$ cat src/rtl/hamming_secded_decoder_pkg.sv
// Shared SECDED helpers: check-bit count, codeword width, data-position map
// and the error-class encoding used by the decoder pipeline.
package hamming_pkg;

    typedef enum logic [1:0] {
        ERR_NONE   = 2'd0,
        ERR_SINGLE = 2'd1,
        ERR_DOUBLE = 2'd2
    } err_class_e;

    // Smallest P with 2^P >= DATA_W + P + 1 (DATA_W up to 64 needs P <= 7).
    function automatic int unsigned calc_p(input int unsigned data_w);
        int unsigned p;
        p = 0;
        for (int unsigned i = 1; i <= 8; i++) begin
            if (p == 0 && (32'd1 << i) >= data_w + i + 1) p = i;
        end
        return p;
    endfunction

    function automatic int unsigned calc_cw(input int unsigned data_w);
        return data_w + calc_p(data_w) + 1;
    endfunction

    function automatic bit is_pow2(input int unsigned x);
        return (x != 0) && ((x & (x - 1)) == 0);
    endfunction

    // Hamming position (1-based) carrying data bit k.
    function automatic int unsigned data_pos(input int unsigned k);
        int unsigned cnt;
        int unsigned pos;
        cnt = 0;
        pos = 0;
        for (int unsigned i = 1; i < 128; i++) begin
            if (!is_pow2(i)) begin
                if (cnt == k && pos == 0) pos = i;
                cnt++;
            end
        end
        return pos;
    endfunction

endpackage

$ cat src/rtl/hamming_secded_decoder_syndrome.sv
// Combinational syndrome and overall-parity mismatch for one codeword.
module hamming_syndrome
    import hamming_pkg::*;
#(
    parameter  int unsigned DATA_W = 4,
    localparam int unsigned P      = calc_p(DATA_W),
    localparam int unsigned CW     = DATA_W + P + 1
) (
    input  logic [CW-1:0] i_code,
    input  logic          i_odd,
    output logic [P-1:0]  o_syn,
    output logic          o_mis
);

    always_comb begin
        o_syn = '0;
        for (int unsigned pos = 1; pos < CW; pos++) begin
            for (int unsigned j = 0; j < P; j++) begin
                if (((pos >> j) & 32'd1) != 0) o_syn[j] = o_syn[j] ^ i_code[pos-1];
            end
        end
        if (i_odd) o_syn = ~o_syn;
        o_mis = (^i_code) ^ i_odd;
    end

endmodule

$ cat src/rtl/hamming_secded_decoder.sv
// Two-stage SECDED decoder: S1 latches syndrome/mismatch/raw data, S2 latches
// corrected data and flags; saturating error counters track output transfers.
module hamming_secded_decoder
    import hamming_pkg::*;
#(
    parameter  int unsigned DATA_W = 4,
    parameter  int unsigned CNT_W  = 16,
    localparam int unsigned P      = calc_p(DATA_W),
    localparam int unsigned CW     = DATA_W + P + 1,
    localparam int unsigned EP_W   = $clog2(CW + 1)
) (
    input  logic              clk,
    input  logic              rst_n,
    input  logic              in_valid,
    output logic              in_ready,
    input  logic [CW-1:0]     code_in,
    input  logic              odd_mode,
    output logic              out_valid,
    input  logic              out_ready,
    output logic [DATA_W-1:0] data_out,
    output logic              err_single,
    output logic              err_double,
    output logic [EP_W-1:0]   err_pos,
    output logic [CNT_W-1:0]  corr_cnt,
    output logic [CNT_W-1:0]  uncorr_cnt,
    input  logic              cnt_clr
);

    logic [P-1:0]      w_syn;
    logic              w_mis;
    logic [DATA_W-1:0] w_raw_data;
    logic              w_adv;
    logic              w_xfer;
    err_class_e        w_cls;
    logic [EP_W-1:0]   w_pos;
    logic [DATA_W-1:0] w_data;

    logic              r_s1_valid;
    logic [P-1:0]      r_s1_syn;
    logic              r_s1_mis;
    logic [DATA_W-1:0] r_s1_data;
    logic              r_out_valid;
    logic [DATA_W-1:0] r_data;
    logic              r_err_single;
    logic              r_err_double;
    logic [EP_W-1:0]   r_err_pos;
    logic [CNT_W-1:0]  r_corr_cnt;
    logic [CNT_W-1:0]  r_uncorr_cnt;

    hamming_syndrome #(.DATA_W(DATA_W)) u_syndrome (
        .i_code (code_in),
        .i_odd  (odd_mode),
        .o_syn  (w_syn),
        .o_mis  (w_mis)
    );

    // Only data positions are kept in S1; check/parity bits are consumed by the syndrome.
    always_comb begin
        w_raw_data = '0;
        for (int unsigned k = 0; k < DATA_W; k++) w_raw_data[k] = code_in[data_pos(k) - 1];
    end

    assign w_adv  = !(r_out_valid && !out_ready);
    assign w_xfer = r_out_valid && out_ready;

    always_comb begin
        w_cls  = ERR_NONE;
        w_pos  = '0;
        w_data = r_s1_data;
        if (r_s1_syn == '0) begin
            if (r_s1_mis) begin
                w_cls = ERR_SINGLE;
                w_pos = EP_W'(CW);
            end
        end else if (r_s1_mis && 32'(r_s1_syn) <= CW - 1) begin
            w_cls          = ERR_SINGLE;
            w_pos[P-1:0]   = r_s1_syn;
            for (int unsigned k = 0; k < DATA_W; k++) begin
                if (data_pos(k) == 32'(r_s1_syn)) w_data[k] = ~w_data[k];
            end
        end else begin
            w_cls = ERR_DOUBLE;
        end
    end

    always_ff @(posedge clk or negedge rst_n) begin
        if (!rst_n) begin
            r_s1_valid   <= 1'b0;
            r_s1_syn     <= '0;
            r_s1_mis     <= 1'b0;
            r_s1_data    <= '0;
            r_out_valid  <= 1'b0;
            r_data       <= '0;
            r_err_single <= 1'b0;
            r_err_double <= 1'b0;
            r_err_pos    <= '0;
        end else if (w_adv) begin
            r_s1_valid   <= in_valid;
            r_s1_syn     <= w_syn;
            r_s1_mis     <= w_mis;
            r_s1_data    <= w_raw_data;
            r_out_valid  <= r_s1_valid;
            r_data       <= w_data;
            r_err_single <= (w_cls == ERR_SINGLE);
            r_err_double <= (w_cls == ERR_DOUBLE);
            r_err_pos    <= w_pos;
        end
    end

    always_ff @(posedge clk or negedge rst_n) begin
        if (!rst_n) begin
            r_corr_cnt   <= '0;
            r_uncorr_cnt <= '0;
        end else if (cnt_clr) begin
            r_corr_cnt   <= '0;
            r_uncorr_cnt <= '0;
        end else if (w_xfer) begin
            if (r_err_single && r_corr_cnt != '1)   r_corr_cnt   <= r_corr_cnt + CNT_W'(1);
            if (r_err_double && r_uncorr_cnt != '1) r_uncorr_cnt <= r_uncorr_cnt + CNT_W'(1);
        end
    end

    assign in_ready   = w_adv;
    assign out_valid  = r_out_valid;
    assign data_out   = r_data;
    assign err_single = r_err_single;
    assign err_double = r_err_double;
    assign err_pos    = r_err_pos;
    assign corr_cnt   = r_corr_cnt;
    assign uncorr_cnt = r_uncorr_cnt;

endmodule

$ cat config.mk
export PLATFORM = sky130hd
export DESIGN_NAME = hamming_secded_decoder
export DESIGN_NICKNAME = d
export VERILOG_FILES = /design/src/rtl/hamming_secded_decoder_pkg.sv /design/src/rtl/hamming_secded_decoder_syndrome.sv /design/src/rtl/hamming_secded_decoder.sv
export SDC_FILE = /design/constraint.sdc
export NUM_CORES = 1
export LEC_CHECK = 0
export CAP_MARGIN = 30
export CORE_ASPECT_RATIO = 0.9
export CORE_UTILIZATION = 45
export CTS_CLUSTER_DIAMETER = 40
export DETAILED_ROUTE_END_ITERATION = 8
export PLACE_DENSITY = 0.72
export SLEW_MARGIN = 20
export SYNTH_ARGS = -nofsm -noshare
export SYNTH_HDL_FRONTEND = slang
export SYNTH_HIERARCHICAL = 1
export SYNTH_SLANG_ARGS = --single-unit
$ cat constraint.sdc
create_clock -name clk -period 5.61 [get_ports clk]
set_input_delay 1.122 -clock clk [delete_from_list [all_inputs] [get_ports clk]]
set_output_delay 1.122 -clock clk [all_outputs]
set_load 0.01 [all_outputs]
# Word level (Yosys, flattened, before mapping)
# Index checks and enable logic that the tools add are counted.
dict set report word_totals {
  input_bits 14
  elab_cells 3277
  output_inout_bits 44
  ff_bits 52
}
dict set report classes {
  add_sub_neg 120
  n_eq_ne 365
  mux 1688
  bitwise_logic 15
  reduce_logical 1078
}
# cell n
set op_table {}
lappend op_table {{2-to-1 mux 32 bit} 1665}
lappend op_table {{zero test 32 bit} 592}
lappend op_table {{equality test 32 x 2 -> 1 bit (second input constant)} 238}
lappend op_table {{equality test 32 x 1 -> 1 bit (second input constant)} 119}
lappend op_table {{adder 32 x 1 -> 32 bit (second input constant)} 118}
lappend op_table {{logical AND 1 bit} 477}
lappend op_table {{equality test 32 x 3 -> 1 bit} 4}
lappend op_table {{2-to-1 mux 16 bit} 6}
lappend op_table {{adder 16 x 1 -> 16 bit (second input constant)} 2}
lappend op_table {{inequality test 16 bit (second input constant)} 2}
lappend op_table {{2-to-1 mux 3 bit} 6}
lappend op_table {{2-to-1 mux 4 bit} 3}
lappend op_table {{XOR 1 bit} 10}
lappend op_table {{XOR reduction 8 bit} 1}
lappend op_table {{2-to-1 mux 1 bit} 6}
lappend op_table {{nonzero test 2 bit} 3}
lappend op_table {{2-to-1 mux 2 bit} 2}
lappend op_table {{NOT 1 bit} 4}
lappend op_table {{AND reduction 2 bit} 2}
lappend op_table {{zero test 3 bit} 1}
lappend op_table {{NOT 3 bit} 1}
lappend op_table {{equality test 2 x 1 -> 1 bit (second input constant)} 1}
lappend op_table {{equality test 2 bit (second input constant)} 1}
lappend op_table {{zero test 1 bit} 2}

# Depth between registers and ports, before layout
dict set report logic_depth {
  ltp_word 601
  depth_mapped 6
  ltp_nobuf 5
}

# Hierarchy
# The synthesis kept the hierarchy.
# mod area_per_inst_um2 n_inst seq_area_each_um2 cells_per_inst
set modules_own_cells {}
lappend modules_own_cells {hamming_secded_decoder 2648.8 1 1301.2 289}
lappend modules_own_cells {hamming_syndrome 148.9 1 0.0 12}

# Worst setup path after synthesis
# OpenSTA, ideal clock, no wires.
dict set report synth_path {
  path_kind {in2out}
  start {input port out_ready}
  end {output port in_ready}
  n_path_buf 2
  arrival_time_ns 1.749
  slack_ns 2.739
  stages 4
  required_time_ns 4.488
  path_cell_list {nor2b_1 clkbuf_1 inv_1 buf_1}
}
dict set report synth_between {
  elab_chain_cells 3
}
# element line
set synth_lines {}
lappend synth_lines {{from (decl)} hamming_secded_decoder.sv:19} ;# input logic out_ready,
lappend synth_lines {{zero test 1 bit} hamming_secded_decoder.sv:63} ;# assign w_adv = !(r_out_valid && !out_ready);
lappend synth_lines {{logical AND 1 bit} hamming_secded_decoder.sv:63}
lappend synth_lines {{zero test 1 bit} hamming_secded_decoder.sv:63}
lappend synth_lines {{to (decl)} hamming_secded_decoder.sv:15} ;# output logic in_ready,
# Every way passes these cells.

# Worst setup path in the final report
# Same ends and word-level chain as after synthesis.

==> results.md <==
* Status: complete, no violations
* Syn nets at 317
* Post-Route Skew at 0.01602 ns
* Wire per inst at 13.85 um
* Fin crit share at 71.68%
* Area contributors post-synth: dfrtp_1 47%, nand2_1 7.1%, a21oi_1 4.5%
* Vias at 2443
* Pre-CTS setup slack at 1.595 ns
* Syn Std Cell Area at 2798 um2
* TritonCTS Buffers at 5
* Fmax at 248.7 MHz
* DP HPWL at 4.146 mm
* Number of synthesized flops with an enable pin at 0
* WP data arrival at 2.90 ns
* Clk Latency, worst-skew pair at 0.31 ns
* Pwr/cell area at 260.8 nW/um2
* Core Rows at 26
* Syn avg cell area at 9.295 um2
* H-tree Lvls at 2
* Post-CTS Resized at 0
* Hold Buf Count CTS at 0
* CTS Sinks at 52
* Die Area at 6537 um2
* Number of global-route vias before repair at 2272
* Worst Path Max Fanout at 26
* Gr busiest metal: met2
* Placer Congestion at 0.7857
* Total core area at 5823 um2
* Sw Share at 27.72%
* Fill count at 508
* #FFs+latches synth at 52
* Endpoints failing setup at 0
* Die Wd at 85.12 um
* First-pass DRT Iterations at 4
* Sequential share of power at 49.7%
* Endpoints failing hold at 0
* TritonCTS clock tree: built
* VDD IR max at 0.1662 mV
* GR Layer Usage met2 at 32.58%
* Total length of routed wires at 5.912 mm
* Ys flop type: dfrtp_1
* Asr flop ratio synth at 100.0%
* Antenna Nets Post-Route at 0
* Combinational fraction of design power at 20.0%
* Worst Setup Start Kind: input port
* Largest net degree at the start of global routing at 53
* Min Tclk post-route at 4.021 ns
* CTS max path bufs at 2
* Slowest cell on the critical path: clkdlybuf4s50_1
* Top-count cell post-synth: nand2_1
* Ys Warns at 6
* Synth top area share at 46.51%
* GR Util All Layers at 19.17%
* Final max-slew violation count at 0
* Vias/cell at 5.721
* Drt initial violations at 154
* Worst endpoint required time at 4.49 ns
* Worst hold path class: register to register
* GR Layer Usage met3 at 3.767%
* Post-CTS Setup Inserts at 0
* Yosys top cell by area: dfrtp_1
* Slew HR at 52.41%
* Nets at 372
* Clock share of power at 30.3%
* CP most frequent cell: clkdlybuf4s50_1
* Top cells by count, synth: 53 x nand2_1, 52 x dfrtp_1, 25 x a21oi_1
* Clock transition at path regs at 0.08 ns
* Area Growth Syn to Fin at 27.15%
* CP peak stage delay at 0.62 ns
* Crit path cell chain: clkdlybuf4s50_1 > nor2b_1 > buf_4 > inv_1 > clkdlybuf4s50_1
* Root Driver: clkbuf_8
* Leak Pwr at 1.383 nW
* Final worst-path setup slack at 1.589 ns
* Initial Util at 48.04%
* Share of layout cells above drive strength 1 at 8.123%
* Switching power at 257.2 uW
* Placed cell areas at 3431 um2
* Antenna violations before repair at 0
* Post-route cell area at 3557 um2
* Reg area at 1301 um2
* Met1 Track Usage GR at 25.47%
* Footprint of the multi-input gates at 1435 um2
* Slew @ Worst Pin at 0.7084 ns
* Die Ht at 76.80 um
* I/O pins at 58
* Diode count at 0
* Setup TNS at 0 ns
* RSZ-0062 raised after global routing: false
* Input/output buffers at 57
* Max-cap violations at 0
* CP Class: input port to primary output
* CP endpoint kind: primary output
* Count of different cell masters after synthesis at 38
* Internal power at 670.6 uW
* Synthesized instance count at 301
* Remaining global-route overflow at 0
* First-pass GRT wire length at 10.25 mm
* DRC at 0
* Post-synthesis sequential area ratio at 46.51%
placed cells by master, fill, tap and decap left out, types with 4 or more instances in the layout:
cell	count
clkdlybuf4s50_1	56
nand2_1	53
dfrtp_1	52
a21oi_1	25
nand3_1	17
o21ai_0	16
or4_1	15
o31ai_1	15
or3_1	13
nand4_1	10
nor2_1	8
clkbuf_8	7
nor2b_1	6
xor2_1	6
nor4_1	5
mux2_2	5
xnor2_1	5
nor3_1	4
buf_4	4
state kept, by name, summed over array words and instances, names as in the netlist, 3 cells and up:
| signal | count |
|---|---|
| corr_cnt | 16 |
| uncorr_cnt | 16 |
| data_out | 4 |
| err_pos | 4 |
| r_s1_data | 4 |
| r_s1_syn | 3 |
power by group through the flow:
stage	Clock [mW]	Combinational, mW	Sequential [mW]
floorplan	0	0.0943	0.464
global route	0.302	0.206	0.471
detailed placement	0	0.189	0.468
CTS	0.287	0.189	0.461
finish	0.281	0.186	0.461
global placement	0	0.186	0.469
area by class of cell:
cell class / count / area share [%]
Multi-Input combinational cell: 233 / 40.34
Sequential cell: 52 / 36.58
Timing Repair Buffer: 61 / 16.74
Clock buffer: 7 / 2.708
Tap cell: 70 / 2.462
Clock inverter: 1 / 0.8442
Inverter: 3 / 0.3166
worst max-delay path, delay by kind of cell:
family / cells / cell delay [ns]
AND/OR/NAND/NOR: 1 / 0.07
buffers and inverters: 4 / 1.71
through the flow:
stage	power, mW	util [%]	hold slack [ns]	cells
2_1_floorplan	0.5586	-	0.4300	301
3_3_place_gp	0.6551	58.92	0.4494	419
3_5_place_dp	0.6570	58.92	0.4576	419
4_1_cts	0.9372	61.09	0.4768	427
5_1_grt	0.9795	61.09	0.4996	427
6_report	0.9277	61.09	0.4691	427
worst paths after layout:
check | start | to | slack [ns] | cells past startpoint
setup / recovery | out_ready | in_ready | 1.59 | 5
hold / removal | r_s1_valid$_DFFE_PN0N_ | r_s1_valid$_DFFE_PN0N_ | 0.47 | 2
setup reg to reg | out_valid$_DFFE_PN0N_ | corr_cnt[15]$_DFFE_PN0P_ | 3.34 | 4
hold reg to reg | r_s1_valid$_DFFE_PN0N_ | r_s1_valid$_DFFE_PN0N_ | 0.47 | 2
max in group asynchronous | rst_n | err_single$_DFFE_PN0N_ | 4.24 | 2
min in group asynchronous | rst_n | corr_cnt[12]$_DFFE_PN0P_ | 0.92 | 2
cell families after synthesis:
family	Yosys count	synth area share, %
buf+inv	16	2.191
compound gates	59	12.39
mux	6	2.370
fa+ha+maj	2	0.8943
xor+xnor	16	6.574
flops	52	46.51
simple gates	150	29.07
per-layer routing:
layer | vias to the layer above | routed length (um)
li1 | 1212 | -
met1 | 1170 | 2738
met2 | 57 | 2894
met3 | 4 | 250
met4 | 0 | 28
met5 | - | 0
(Power assumes the default switching activity.)
